`config.mk`:
```
export PLATFORM = sky130hd
export DESIGN_NAME = alu_arbiter
export DESIGN_NICKNAME = d
export VERILOG_FILES = /design/src/rtl/alu_arbiter.sv
export SDC_FILE = /design/constraint.sdc
export NUM_CORES = 1
export LEC_CHECK = 0
export ABC_AREA = 1
export CAP_MARGIN = 0
export CORE_AREA = 2 2 105 107
export CTS_CLUSTER_SIZE = 28
export DETAILED_ROUTE_END_ITERATION = 8
export DIE_AREA = 0 0 107 109
export PLACE_DENSITY = 0.85
export SYNTH_ARGS = -nofsm -noshare
export SYNTH_HDL_FRONTEND = slang
export SYNTH_SLANG_ARGS = --single-unit
```
`constraint.sdc`:
```
create_clock -name clk -period 2.8 [get_ports clk]
set_clock_uncertainty 0.15 [all_clocks]
set_input_delay 0.56 -clock clk [delete_from_list [all_inputs] [get_ports clk]]
set_output_delay 0.56 -clock clk [all_outputs]
set_load 0.03 [all_outputs]
```
`src/rtl/alu_arbiter.sv`:
```
// Two-requester front end for one shared combinational ALU; holds one registered result per grant.
// Latency: 1 cycle from accept (req_ready) to rsp_valid; back-to-back grant when the held result is taken.
// Backpressure: req_ready stays low while a held result waits for rsp_ready of its owner.
//
// Ports:
//   clk, rst                    clock, asynchronous active-high reset
//   req_valid/req_ready [1:0]   per-requester operation handshake (ready is combinational)
//   req{0,1}_a/_b/_f            operands and function code of each requester
//   rsp_valid/rsp_ready [1:0]   per-requester result handshake, rsp_data is the held result
//   alu_a/alu_b/alu_f, alu_s    shared ALU operands out, combinational result in
//
// Build option: ALU_ARB_FIXED_PRIO_EN -> requester 0 always wins, no last-grant pointer.
module alu_arbiter (
    input  logic        clk,
    input  logic        rst,
    input  logic [1:0]  req_valid,
    output logic [1:0]  req_ready,
    input  logic [31:0] req0_a,
    input  logic [31:0] req0_b,
    input  logic [2:0]  req0_f,
    input  logic [31:0] req1_a,
    input  logic [31:0] req1_b,
    input  logic [2:0]  req1_f,
    output logic [1:0]  rsp_valid,
    input  logic [1:0]  rsp_ready,
    output logic [31:0] rsp_data,
    output logic [31:0] alu_a,
    output logic [31:0] alu_b,
    output logic [2:0]  alu_f,
    input  logic [31:0] alu_s
);

    typedef enum logic {IDLE, RESP} state_t;

    state_t state;
    logic   owner;       // requester whose result is held in rsp_data
    logic   grant_opp;   // a new operation may be accepted this cycle
    logic   grant_any;   // an operation is accepted this cycle
    logic   grant_sel;   // index of the accepted requester

`ifndef ALU_ARB_FIXED_PRIO_EN
    logic   last_grant;
`endif

    always_comb begin
        // In RESP the owner's rsp_valid is high by construction, so the owner's
        // rsp_ready alone marks the response handshake.
        grant_opp = (state == IDLE) || rsp_ready[owner];
        grant_any = grant_opp && (|req_valid) && !rst;

`ifdef ALU_ARB_FIXED_PRIO_EN
        grant_sel = ~req_valid[0];
`else
        if (&req_valid) begin
            grant_sel = ~last_grant;
        end else begin
            grant_sel = req_valid[1];
        end
`endif

        req_ready = 2'b00;
        alu_a     = 32'd0;
        alu_b     = 32'd0;
        alu_f     = 3'b000;
        if (grant_any) begin
            if (grant_sel) begin
                req_ready = 2'b10;
                alu_a     = req1_a;
                alu_b     = req1_b;
                alu_f     = req1_f;
            end else begin
                req_ready = 2'b01;
                alu_a     = req0_a;
                alu_b     = req0_b;
                alu_f     = req0_f;
            end
        end
    end

    always_ff @(posedge clk or posedge rst) begin
        if (rst) begin
            state      <= IDLE;
            owner      <= 1'b0;
            rsp_valid  <= 2'b00;
            rsp_data   <= 32'd0;
`ifndef ALU_ARB_FIXED_PRIO_EN
            last_grant <= 1'b1;   // requester 0 wins the first contention
`endif
        end else if (grant_any) begin
            state      <= RESP;
            owner      <= grant_sel;
            rsp_valid  <= grant_sel ? 2'b10 : 2'b01;
            rsp_data   <= alu_s;
`ifndef ALU_ARB_FIXED_PRIO_EN
            last_grant <= grant_sel;
`endif
        end else if ((state == RESP) && rsp_ready[owner]) begin
            // result taken, nothing new: rsp_data keeps its last value
            state      <= IDLE;
            rsp_valid  <= 2'b00;
        end
    end

endmodule

```
==> out/summary.log <==
[run] number of max-capacitance violations reported 0
[finish] area used by sequential logic in the layout 927.1 sq um
[setup_path] standard cell with the maximum stage delay on the critical path sky130_fd_sc_hd__clkdlybuf4s50_1
[placed_design] global placer's final weighted congestion 0.7707
[detailed_routing] post-route antenna net violation count 0
[die] number of top-level pins 275
[clock_tree] count of instances resized after the clock tree is built 0
[setup_path] Critical Path Start Type input pin
[timing] unrepaired setup endpoints after global routing no
[detailed_routing] Detailed Routing Iterations Pass 1 5
[timing] worst rel slew slack 69.01%
[timing] measured slew at the worst slew-check pin 0.4649 ns
[timing] clock period minus final worst setup slack 2.717 ns
[placed_design] placed cell area 5283 sq um
[setup_path] data arrival time at the worst-slack endpoint 2.01 ns
[timing] Max Fclk 0.3681 GHz
[logic_synthesis] top cell type by total area after synthesis sky130_fd_sc_hd__dfrtp_1
[setup_path] Setup CP Type input pin to output port
[pwr] pwr dens 574.1 nW/um^2
[finish] Inserted Diodes 0
[pwr] leakage component of the power 2.567 nW
[placed_design] final HPWL from detailed placement 8.886 mm
[logic_synthesis] top cells by area in the synthesized netlist sky130_fd_sc_hd__dfrtp_1 37%, sky130_fd_sc_hd__nand2_1 33%, sky130_fd_sc_hd__a21oi_1 14%
[clock_tree] Clock Sink Count 37
[pwr] highest ir drop seen on vdd 0.5607 mV
[detailed_routing] highest routing layer actually used met4
[global_routing] pin count of the biggest net entering global routing 50
[clock_tree] CTS tree built
[logic_synthesis] post-synthesis sequential area ratio 37.92%
[finish] area of all placed cells without fillers 5415 sq um
[logic_synthesis] Net Count, Synth 564
[detailed_routing] detailed route wirelength on metal3 986 um
[timing] Hold Fails Final Rpt 0
[logic_synthesis] total standard cell area after synthesis 2445 sq um
[timing] final count of negative-setup-slack endpoints 0
[detailed_routing] final routed DRC violation total 0
[global_routing] vias in the first global route 3,165
[finish] area growth from synthesis to final layout 121.5%
[detailed_routing] number of vias in the routed layout 3,486
[finish] fraction of final layout cells with drive strength greater than 1 16.01%
[pwr] clock network fraction of total power 12.2%
[placed_design] port buffer count 274
[finish] total area of multi-input combinational cells 1358 sq um
[setup_path] crit-path max FO 19
[setup_path] data required time at the worst endpoint 2.09 ns
[global_routing] Congestion Overflow GR 0
[die] vertical extent of the die 109 um
[pwr] switching portion of total power 44.92%
[detailed_routing] total length of routed met2 wires 5.592 mm
[detailed_routing] First DRT Iteration DRCs 261
[clock_tree] number of clock buffers inserted by TritonCTS 5
[timing] final count of pins violating max slew 0
[detailed_routing] number of vias per cell after detailed routing 4.347
[clock_tree] clock latency on the worst-skew pair 0.29 ns
[outcome] outcome complete, no violations
[setup_path] kind of end point of the critical path output port
[global_routing] Global Route Usage Sum 17.37%
[setup_path] ordered list of cells on the worst path clkdlybuf4s50_1, nand2_1, nand2_4, buf_4, nand2_1, a21oi_1, buf_4
[die] Chip Width 107 um
[timing] setup_tns 0 ns
[finish] final-layout fill cell count 986
[setup_path] worst stage delay on the critical path 0.50 ns
[detailed_routing] wire length per cell after detailed routing 14.08 um
[clock_tree] number of setup buffers added after CTS 0
[pwr] internal power summed over all cells 1.712 mW
[finish] net count of the finished layout 833
[die] count of standard-cell rows 38
[global_routing] first-pass GRT wire length 16.06 mm
[clock_tree] number of buffers inserted for hold repair after clock tree synthesis 0
[clock_tree] library cell used as clock root buffer sky130_fd_sc_hd__clkbuf_8
[global_routing] number of antenna violations at the first check in global routing 0
[die] core region area 10,600 sq um
[die] initial core utilization 23.06%
[worst_hold_path] Worst Hold Class flop to flop
[logic_synthesis] number of different library cells in the post-synthesis netlist 13
[clock_tree] maximum level of the CTS H-tree 2
[logic_synthesis] proportion of netlist area held by the largest area contributor 36.85%
[pwr] sequential group share of total power 25.9%
[pwr] sw power 1.396 mW
[logic_synthesis] flops & latches, synth 37
[detailed_routing] overall routed net length 11.29 mm
[logic_synthesis] Mapped Avg Cell Area 6.237 sq um
[logic_synthesis] number of warnings issued by yosys 0
[detailed_routing] M1 wire length 4.578 mm
[logic_synthesis] number of instances in the synthesized netlist 392
[clock_tree] post-CTS clock slew at the launch and capture registers of the worst setup and hold paths 0.08 ns
[die] Die ar. 11,660 sq um
[clock_tree] clock tree buffer depth 2
[pwr] PnR Total Power 3.109 mW
[pwr] combinational share of power 62.0%
[timing] final period utilization 97.03%
-- Yosys cell counts (all sizes together) --
cell	instances
dfrtp	36
clkbuf	13
buf	18
nand3	35
nand2	214
o21ai	1
dfstp	1
inv	7
a21oi	67
-- registers in the layout, summed over array words and instances (netlist names) --
name,flops
last_grant,1
owner,1
rsp_data,32
rsp_valid,2
state,1
-- area by class of cell --
| class | count | area share [%] |
|---|---|---|
| repair buffers | 293 | 52.31 |
| well taps | 140 | 3.235 |
| flip-flops and latches | 37 | 17.12 |
| clock buffers | 5 | 1.271 |
| inverters | 7 | 0.6007 |
| multi-input cells | 317 | 25.07 |
| clock inverters | 3 | 0.3928 |
-- kinds of logic (layout without fill, tap and decap cells) --
group	after synthesis	in the layout	share of synthesized area, %
simple gates	249	249	40.63
compound gates	68	68	14.07
buf+inv	38	308	7.370
flops	37	37	37.92
-- stage by stage --
stage | utilization [%] | setup WS (ns) | hold WS [ns] | std cells
2_1_floorplan | - | -0.02486 | 0.2921 | 392
3_3_place_gp | 49.82 | 0.03036 | 0.3031 | 793
3_5_place_dp | 49.82 | 0.05294 | 0.3031 | 793
4_1_cts | 50.67 | 0.04325 | 0.3157 | 801
5_1_grt | 51.07 | 0.03602 | 0.3475 | 802
6_report | 51.07 | 0.08321 | 0.3181 | 802
-- worst paths after layout --
kind,end,slack (ns),start,cells past startpoint
setup / recovery,alu_a[28],0.08,req_valid[0],7
hold / removal,last_grant,0.32,last_grant,2
setup reg to reg,rsp_data[9],1.17,owner,7
hold reg to reg,last_grant,0.32,last_grant,2
max in group asynchronous,last_grant,1.53,rst,3
min in group asynchronous,owner,0.62,rst,3
-- power by group through the flow --
stage	Clock [mW]	Combinational (mW)	Sequential (mW)
finish	0.378	1.93	0.804
CTS	0.393	1.92	0.805
global route	0.417	2.06	0.824
detailed placement	0	1.92	0.809
global placement	0	1.90	0.807
floorplan	0	0.694	1.12
-- cell usage in the layout (no fill, tap or decap) --
cell type / Yosys / final
sky130_fd_sc_hd__dfstp_2: 1 / 1
sky130_fd_sc_hd__clkinv_2: 0 / 1
sky130_fd_sc_hd__nand3_4: 1 / 1
sky130_fd_sc_hd__dlymetal6s2s_1: 0 / 1
sky130_fd_sc_hd__nand2_4: 0 / 2
sky130_fd_sc_hd__a21oi_2: 0 / 2
sky130_fd_sc_hd__nand3_1: 34 / 34
sky130_fd_sc_hd__a21oi_1: 67 / 65
sky130_fd_sc_hd__o21ai_2: 1 / 1
sky130_fd_sc_hd__inv_1: 5 / 4
sky130_fd_sc_hd__buf_12: 0 / 8
sky130_fd_sc_hd__inv_6: 0 / 1
sky130_fd_sc_hd__clkbuf_16: 0 / 1
sky130_fd_sc_hd__nand2_1: 213 / 212
sky130_fd_sc_hd__clkbuf_8: 0 / 5
sky130_fd_sc_hd__inv_4: 0 / 1
sky130_fd_sc_hd__dfrtp_1: 36 / 36
sky130_fd_sc_hd__clkinvlp_4: 0 / 2
sky130_fd_sc_hd__inv_2: 2 / 1
sky130_fd_sc_hd__buf_4: 6 / 79
sky130_fd_sc_hd__clkdlybuf4s50_1: 0 / 204
-- worst max-delay path, delay by kind of cell --
kind	cells	cell delay, ns
AOI/OAI and AO/OA	1	0.19
and+or+nand+nor	3	0.31
buffers and inverters	3	0.94
-- layer usage --
| metal | up-vias | track usage, % |
|---|---|---|
| met1 | 1541 | 21.83 |
| met4 | 0 | 4.267 |
| met2 | 152 | 29.66 |
| li1 | 1782 | - |
| met5 | - | 0 |
| met3 | 11 | 4.722 |
(Power assumes the default switching activity.)
